### src/rtl/interval_timer_if.sv
// Control/status bundle between the microcode strobes, the datapath and the interval timer.
interface interval_timer_if #(
    parameter int IVL_WIDTH = 12
);
    logic                 clken;
    logic                 timerCLRCNT;
    logic                 timerWRIVL;
    logic                 timerCLRFLG;
    logic [0:35]          dp;
    logic [18:35]         timerCOUNT;
    logic [IVL_WIDTH-1:0] timerIVL;
    logic                 timerFLAG;
    logic                 timerWRAP;

    modport master (
        output clken, timerCLRCNT, timerWRIVL, timerCLRFLG, dp,
        input  timerCOUNT, timerIVL, timerFLAG, timerWRAP
    );

    modport slave (
        input  clken, timerCLRCNT, timerWRIVL, timerCLRFLG, dp,
        output timerCOUNT, timerIVL, timerFLAG, timerWRAP
    );
endinterface

### src/rtl/interval_timer.sv
// Interval timer: prescaled 18-bit free-running count for the DBM, plus a sticky
// interval interrupt flag for the APR flag register.
module interval_timer #(
    parameter int TICK_DIV  = 6,
    parameter int IVL_WIDTH = 12
) (
    input  logic            clk,
    input  logic            rst,
    interval_timer_if.slave bus
);
    localparam logic [7:0]  PRESC_LAST = 8'(TICK_DIV - 1);
    localparam logic [17:0] COUNT_MAX  = 18'h3FFFF;

    logic [7:0]           presc_r;
    logic [7:0]           presc_nxt_s;
    logic [17:0]          count_r;
    logic [17:0]          count_nxt_s;
    logic [IVL_WIDTH-1:0] ivl_r;
    logic [IVL_WIDTH-1:0] ivl_nxt_s;
    logic [IVL_WIDTH-1:0] ivl_cnt_r;
    logic [IVL_WIDTH-1:0] ivl_cnt_nxt_s;
    logic                 flag_r;
    logic                 flag_nxt_s;
    logic                 wrap_r;
    logic                 wrap_nxt_s;
    logic                 tick_s;
    logic                 clr_cnt_s;
    logic                 wr_ivl_s;
    logic                 clr_flg_s;
    logic                 expire_s;
    logic                 unused_dp_s;

    assign unused_dp_s = ^bus.dp[0:35-IVL_WIDTH];

    // Strobe qualification, tick decode and interval expiry detection.
    always_comb begin
        tick_s    = (presc_r == PRESC_LAST);
        clr_cnt_s = bus.clken & bus.timerCLRCNT;
        wr_ivl_s  = bus.clken & bus.timerWRIVL;
        clr_flg_s = bus.clken & bus.timerCLRFLG;
        // A write in the same clk swallows the tick for the interval logic only.
        expire_s  = tick_s & ~wr_ivl_s & (ivl_r != {IVL_WIDTH{1'b0}})
                  & (ivl_cnt_r == (ivl_r - IVL_WIDTH'(1)));
    end

    // Prescaler and free-running count; a clear beats a coincident tick and never wraps.
    always_comb begin
        presc_nxt_s = presc_r;
        count_nxt_s = count_r;
        wrap_nxt_s  = 1'b0;
        if (clr_cnt_s) begin
            presc_nxt_s = 8'd0;
            count_nxt_s = 18'd0;
        end else if (tick_s) begin
            presc_nxt_s = 8'd0;
            count_nxt_s = count_r + 18'd1;
            wrap_nxt_s  = (count_r == COUNT_MAX);
        end else begin
            presc_nxt_s = presc_r + 8'd1;
        end
    end

    // Interval register and interval counter.
    always_comb begin
        ivl_nxt_s     = ivl_r;
        ivl_cnt_nxt_s = ivl_cnt_r;
        if (wr_ivl_s) begin
            ivl_nxt_s     = bus.dp[36-IVL_WIDTH:35];
            ivl_cnt_nxt_s = {IVL_WIDTH{1'b0}};
        end else if (ivl_r == {IVL_WIDTH{1'b0}}) begin
            ivl_cnt_nxt_s = {IVL_WIDTH{1'b0}};
        end else if (expire_s) begin
            ivl_cnt_nxt_s = {IVL_WIDTH{1'b0}};
        end else if (tick_s) begin
            ivl_cnt_nxt_s = ivl_cnt_r + IVL_WIDTH'(1);
        end else begin
            ivl_cnt_nxt_s = ivl_cnt_r;
        end
    end

    // Sticky flag: a new expiry wins over a simultaneous clear.
    always_comb begin
        flag_nxt_s = flag_r;
        if (expire_s) begin
            flag_nxt_s = 1'b1;
        end else if (clr_flg_s) begin
            flag_nxt_s = 1'b0;
        end else begin
            flag_nxt_s = flag_r;
        end
    end

    // State registers with synchronous active-low reset.
    always_ff @(posedge clk) begin
        if (!rst) begin
            presc_r   <= 8'd0;
            count_r   <= 18'd0;
            ivl_r     <= {IVL_WIDTH{1'b0}};
            ivl_cnt_r <= {IVL_WIDTH{1'b0}};
            flag_r    <= 1'b0;
            wrap_r    <= 1'b0;
        end else begin
            presc_r   <= presc_nxt_s;
            count_r   <= count_nxt_s;
            ivl_r     <= ivl_nxt_s;
            ivl_cnt_r <= ivl_cnt_nxt_s;
            flag_r    <= flag_nxt_s;
            wrap_r    <= wrap_nxt_s;
        end
    end

    assign bus.timerCOUNT = count_r;
    assign bus.timerIVL   = ivl_r;
    assign bus.timerFLAG  = flag_r;
    assign bus.timerWRAP  = wrap_r;
endmodule

### src/flat_wrapper.sv
// flat-port wrapper written by rule: the top's interface ports become plain ports
module interval_timer_flat 
#(
    parameter int TICK_DIV  = 6,
    parameter int IVL_WIDTH = 12
)
  (clk, rst, bus_clken, bus_timerCLRCNT, bus_timerWRIVL, bus_timerCLRFLG, bus_dp, bus_timerCOUNT, bus_timerIVL, bus_timerFLAG, bus_timerWRAP);
  interval_timer_if #(.IVL_WIDTH(IVL_WIDTH)) bus_i ();
  input  logic clk;
  input  logic rst;
  input wire logic [$bits(bus_i.clken)-1:0] bus_clken;
  input wire logic [$bits(bus_i.timerCLRCNT)-1:0] bus_timerCLRCNT;
  input wire logic [$bits(bus_i.timerWRIVL)-1:0] bus_timerWRIVL;
  input wire logic [$bits(bus_i.timerCLRFLG)-1:0] bus_timerCLRFLG;
  input wire logic [$bits(bus_i.dp)-1:0] bus_dp;
  output wire logic [$bits(bus_i.timerCOUNT)-1:0] bus_timerCOUNT;
  output wire logic [$bits(bus_i.timerIVL)-1:0] bus_timerIVL;
  output wire logic [$bits(bus_i.timerFLAG)-1:0] bus_timerFLAG;
  output wire logic [$bits(bus_i.timerWRAP)-1:0] bus_timerWRAP;
  assign bus_i.clken = bus_clken;
  assign bus_i.timerCLRCNT = bus_timerCLRCNT;
  assign bus_i.timerWRIVL = bus_timerWRIVL;
  assign bus_i.timerCLRFLG = bus_timerCLRFLG;
  assign bus_i.dp = bus_dp;
  assign bus_timerCOUNT = bus_i.timerCOUNT;
  assign bus_timerIVL = bus_i.timerIVL;
  assign bus_timerFLAG = bus_i.timerFLAG;
  assign bus_timerWRAP = bus_i.timerWRAP;
  interval_timer #(.TICK_DIV(TICK_DIV), .IVL_WIDTH(IVL_WIDTH)) u_core (.clk(clk), .rst(rst), .bus(bus_i));
endmodule
### config.mk
export PLATFORM = sky130hd
export DESIGN_NAME = interval_timer_flat
export DESIGN_NICKNAME = d
export VERILOG_FILES = /design/src/rtl/interval_timer_if.sv /design/src/rtl/interval_timer.sv /design/src/flat_wrapper.sv
export SDC_FILE = /design/constraint.sdc
export NUM_CORES = 1
export LEC_CHECK = 0
export BUFFER_PORTS_ARGS = -buffer_cell sky130_fd_sc_hd__buf_2
export CORE_ASPECT_RATIO = 0.8
export CORE_MARGIN = 2
export CORE_UTILIZATION = 40
export CTS_BUF_LIST = sky130_fd_sc_hd__clkbuf_2 sky130_fd_sc_hd__clkbuf_4 sky130_fd_sc_hd__clkbuf_8
export DETAILED_ROUTE_END_ITERATION = 10
export GPL_ROUTABILITY_DRIVEN = 0
export GPL_TIMING_DRIVEN = 0
export PLACE_DENSITY = 0.71
export RECOVER_POWER = 100
export SKIP_LAST_GASP = 1
export SLEW_MARGIN = 20
export SYNTH_ARGS = -nofsm -noshare
export SYNTH_HDL_FRONTEND = slang
export SYNTH_SLANG_ARGS = --single-unit
### constraint.sdc
create_clock -name clk -period 2.1 [get_ports clk]
set_input_delay 0.105 -clock clk [delete_from_list [all_inputs] [get_ports clk]]
set_output_delay 0.105 -clock clk [all_outputs]
set_load 0.01 [all_outputs]
==> parameters.txt <==
Parameter                              Value

Drt
  1st-iter DRT viols    110
  Count of nets left with antenna violations after detail routing    0
  Top routing layer used    met4
  Routed length per placed instance    13.5 µm
  Routed wire length    6.14 mm
  DR WL met2    2.94 mm
  Sum of routed wire segments on met1    2.95 mm
  Number of detailed-route iterations in the first pass    4
  Post-detailed-route via-to-cell ratio    5.21
  Number of remaining DRC errors    0
  Met3 Routed Length    167 µm
  Total number of vias    2375

Synthesis
  Net Count, Synth    353
  Area of the mapped netlist    0.00270 mm²
  FFs w/ async S/R, synth    0
  Share of the yosys chip area belonging to registers    0.386
  Count of warnings emitted by yosys    0
  Flops & latches, synth    52
  Syn avg cell area    8.82 µm²
  Synthesized netlist cell count    306
  Post-synth top flop    dfxtp_1
  Number of distinct library cells after synthesis    49
  Post-synth EDFFs    0

Global routing
  Total overflow reported by the global router    0
  Via count of the first global-routing pass    2228
  First-pass GRT wire length    10.1 mm
  Global-route total usage across every layer    0.166
  Antenna violations before repair    0
  Largest net degree at the start of global routing    19

Floorplan
  DIE WIDTH    95.8 µm
  Initial core utilization    0.419
  Die boundary height    77.5 µm
  Core box area    0.00644 mm²
  Total Die Area    0.00742 mm²
  Top Ports    74
  Cell row count    26

Pwr
  Sequential share of power    0.547
  Combinational power share    0.132
  Fraction of power spent switching nets    0.275
  Total leakage power    1.26 nW
  Part of the power in the clock network    0.321
  Reported net switching power    514 µW
  Maximum ir drop on the vdd rail    0.326 mV
  Power density normalized to cell area    558 mW/mm²
  Total power    1.87 mW
  Pint    1.36 mW

Timing
  Count of endpoints failing setup in the final report    3
  Worst slew margin relative to its limit    0.576
  Actual transition at the worst max-transition pin    631 ps
  Smallest setup slack after layout    -17.9 ps
  Shortest clock period the worst path allows after layout    2120 ps
  Final hold vios    0
  Final Cycle Share    1.01
  Maximum clock rate    472 MHz
  Unrepaired setup endpoints after global routing    true
  Max Transition Viols Final    0
  Skew final    16.3 ps

Worst setup path
  Critical path required time    2310 ps
  Top fanout value on the critical path    10
  Worst setup EP type    flip-flop
  Worst EP arrival    2330 ps
  Worst setup path class    reg2reg
  Element type at the critical path start    flip-flop

Layout
  Antenna Diode Count    0
  Area grow syn2layout    24.4%
  Fraction of final layout cells sized beyond drive strength 1    0.285
  Layout Utilization    0.521
  Final std cells w/o fill    456
  Final-layout fill cell count    605
  Area of the multi-input gates    0.00169 mm²
  Combined flip-flop and latch cell area    0.00105 mm²
  Nets    418

Place
  PortBufs    49
  Placed wire-length estimate after detailed placement    4.35 mm
  Placed cells    439

Status
  Violated checks    negative setup slack
  Status    complete, but fails checks

Clock tree
  Worst-path clk slew    110 ps
  CTS Buf Count    5
  CTS tree    done
  Worst skew pair latency    310 ps
  Buffers from clock root to sink, at most    2
  Number of sinks driven by the clock tree    52
  H-tree lvl count    2
  Number of buffers added to fix hold violations after cts    0
  Clock Root Buffer    clkbuf_8

Flow run
  Max-cap check violation count    0

Hold path
  Tightest Hold Check Type    in2reg
[path summary, 6_finish.rpt]
kind / startpoint / endpoint / slack [ps] / depth (start not counted)
hold / removal: bus_dp[1] / u_core.bus.timerIVL[1] / 20 / 3
setup reg to reg: u_core.bus.timerIVL[1] / u_core.ivl_cnt_r[5] / -20 / 8
setup / recovery: u_core.bus.timerIVL[1] / u_core.ivl_cnt_r[5] / -20 / 8
hold reg to reg: u_core.presc_r[0] / u_core.presc_r[0] / 450 / 1
[cell families (layout without fill, tap and decap cells)]
| logic type | count (synthesis) | after routing | synth area share |
|---|---|---|---|
| AOI/OAI and AO/OA | 45 | 45 | 0.138 |
| xor gates and xnor gates | 46 | 46 | 0.149 |
| adders and majority gates | 5 | 5 | 0.0232 |
| buffers and inverters | 18 | 84 | 0.0306 |
| DFF | 52 | 52 | 0.386 |
| muxes | 1 | 1 | 0.00371 |
| and+or+nand+nor | 139 | 139 | 0.269 |
[power by group through the flow]
| stage | clock, mW | sequential (mW) | combinational, mW |
|---|---|---|---|
| after CTS | 0.617 | 1.02 | 0.228 |
| after detailed placement | 0 | 1.05 | 0.203 |
| after global placement | 0 | 1.05 | 0.198 |
| final | 0.601 | 1.02 | 0.248 |
| after global routing | 0.661 | 1.03 | 0.270 |
| after floorplan | 0 | 1.05 | 0.139 |
[metal layers]
layer / GRT usage / vias up
met5: 0 / -
met4: 0.0443 / 0
met3: 0.0204 / 7
met2: 0.279 / 35
met1: 0.224 / 1122
li1: - / 1211
[area by class of cell]
class	count	share of cell area
clock inverters	3	0.00820
multi-input cells	236	0.502
flip-flops and latches	52	0.314
repair buffers	58	0.0962
inverters	7	0.00783
well taps	84	0.0313
clock buffers	5	0.0205
plain buffers	11	0.0194
[per-stage QoR]
step | instance area, µm² | TNS, ps | setup slack (ps) | hold slack [ps]
final | 3360 | -34.6 | -17.9 | 20.8
after global routing | 3360 | -978 | -102 | 46.6
after CTS | 3260 | -81.5 | -44.5 | 23.3
after detailed placement | 3050 | -4400 | -322 | 360
after global placement | 3050 | -3050 | -225 | 354
after floorplan | 2700 | 0 | 30.9 | 242
[cell usage after synthesis, types with 2 or more instances]
master	instances	area share
or4_1	3	0.0083
o21ai_0	4	0.0074
nor3b_1	2	0.0056
clkbuf_1	6	0.0083
dfxtp_1	52	0.39
nor3_1	8	0.015
a211oi_2	5	0.023
and4_1	3	0.0097
or3_1	3	0.0070
nor2b_1	2	0.0046
nor4_1	2	0.0046
xnor2_1	18	0.058
nand2b_1	3	0.0070
a221oi_1	2	0.0065
nand2_1	39	0.054
xor2_1	28	0.091
inv_1	7	0.0097
a21oi_1	4	0.0074
nor2_1	28	0.039
ha_1	5	0.023
buf_2	3	0.0056
nand3_1	18	0.033
nand4_1	12	0.028
and3_1	5	0.012
a211oi_1	9	0.025
a21boi_0	12	0.033
[placed cells by master (no fill, tap or decap), types with 4 or more instances in the layout]
cell / netlist / routed
buf_2: 3 / 49
dfxtp_1: 52 / 47
nand2_1: 39 / 38
nor2_1: 28 / 28
xor2_1: 28 / 28
xnor2_1: 18 / 18
nand3_1: 18 / 18
nand4_1: 12 / 12
a21boi_0: 12 / 12
buf_4: 1 / 8
nor3_1: 8 / 7
clkbuf_1: 6 / 7
a211oi_2: 5 / 7
a211oi_1: 9 / 7
inv_1: 7 / 5
buf_6: 1 / 5
and3_1: 5 / 5
clkbuf_8: 0 / 5
o21ai_0: 4 / 4
[what timing repair did]
item / 4_1_cts / 5_1_grt
pin swaps: 4 / 8
gates resized for setup: 20 / 16
buffers inserted: 4 / 4
gates cloned: 1 / 0
endpoints found under the setup margin: 23 / 26
[sequential cells by signal (all words and copies together) (netlist names)]
| name | count |
|---|---|
| u_core.bus.timerCOUNT | 18 |
| u_core.bus.timerFLAG | 1 |
| u_core.bus.timerIVL | 12 |
| u_core.bus.timerWRAP | 1 |
| u_core.ivl_cnt_r | 12 |
| u_core.presc_r | 8 |
[worst max-delay path: stages, from the launching register on]
cell	delay, ps
dfxtp_4	360
inv_2	60
ha_4	140
or3b_4	410
o311a_1	350
a211oi_2	220
a21oi_2	90
buf_6	160
a211oi_1	240
(Power assumes the default switching activity.)
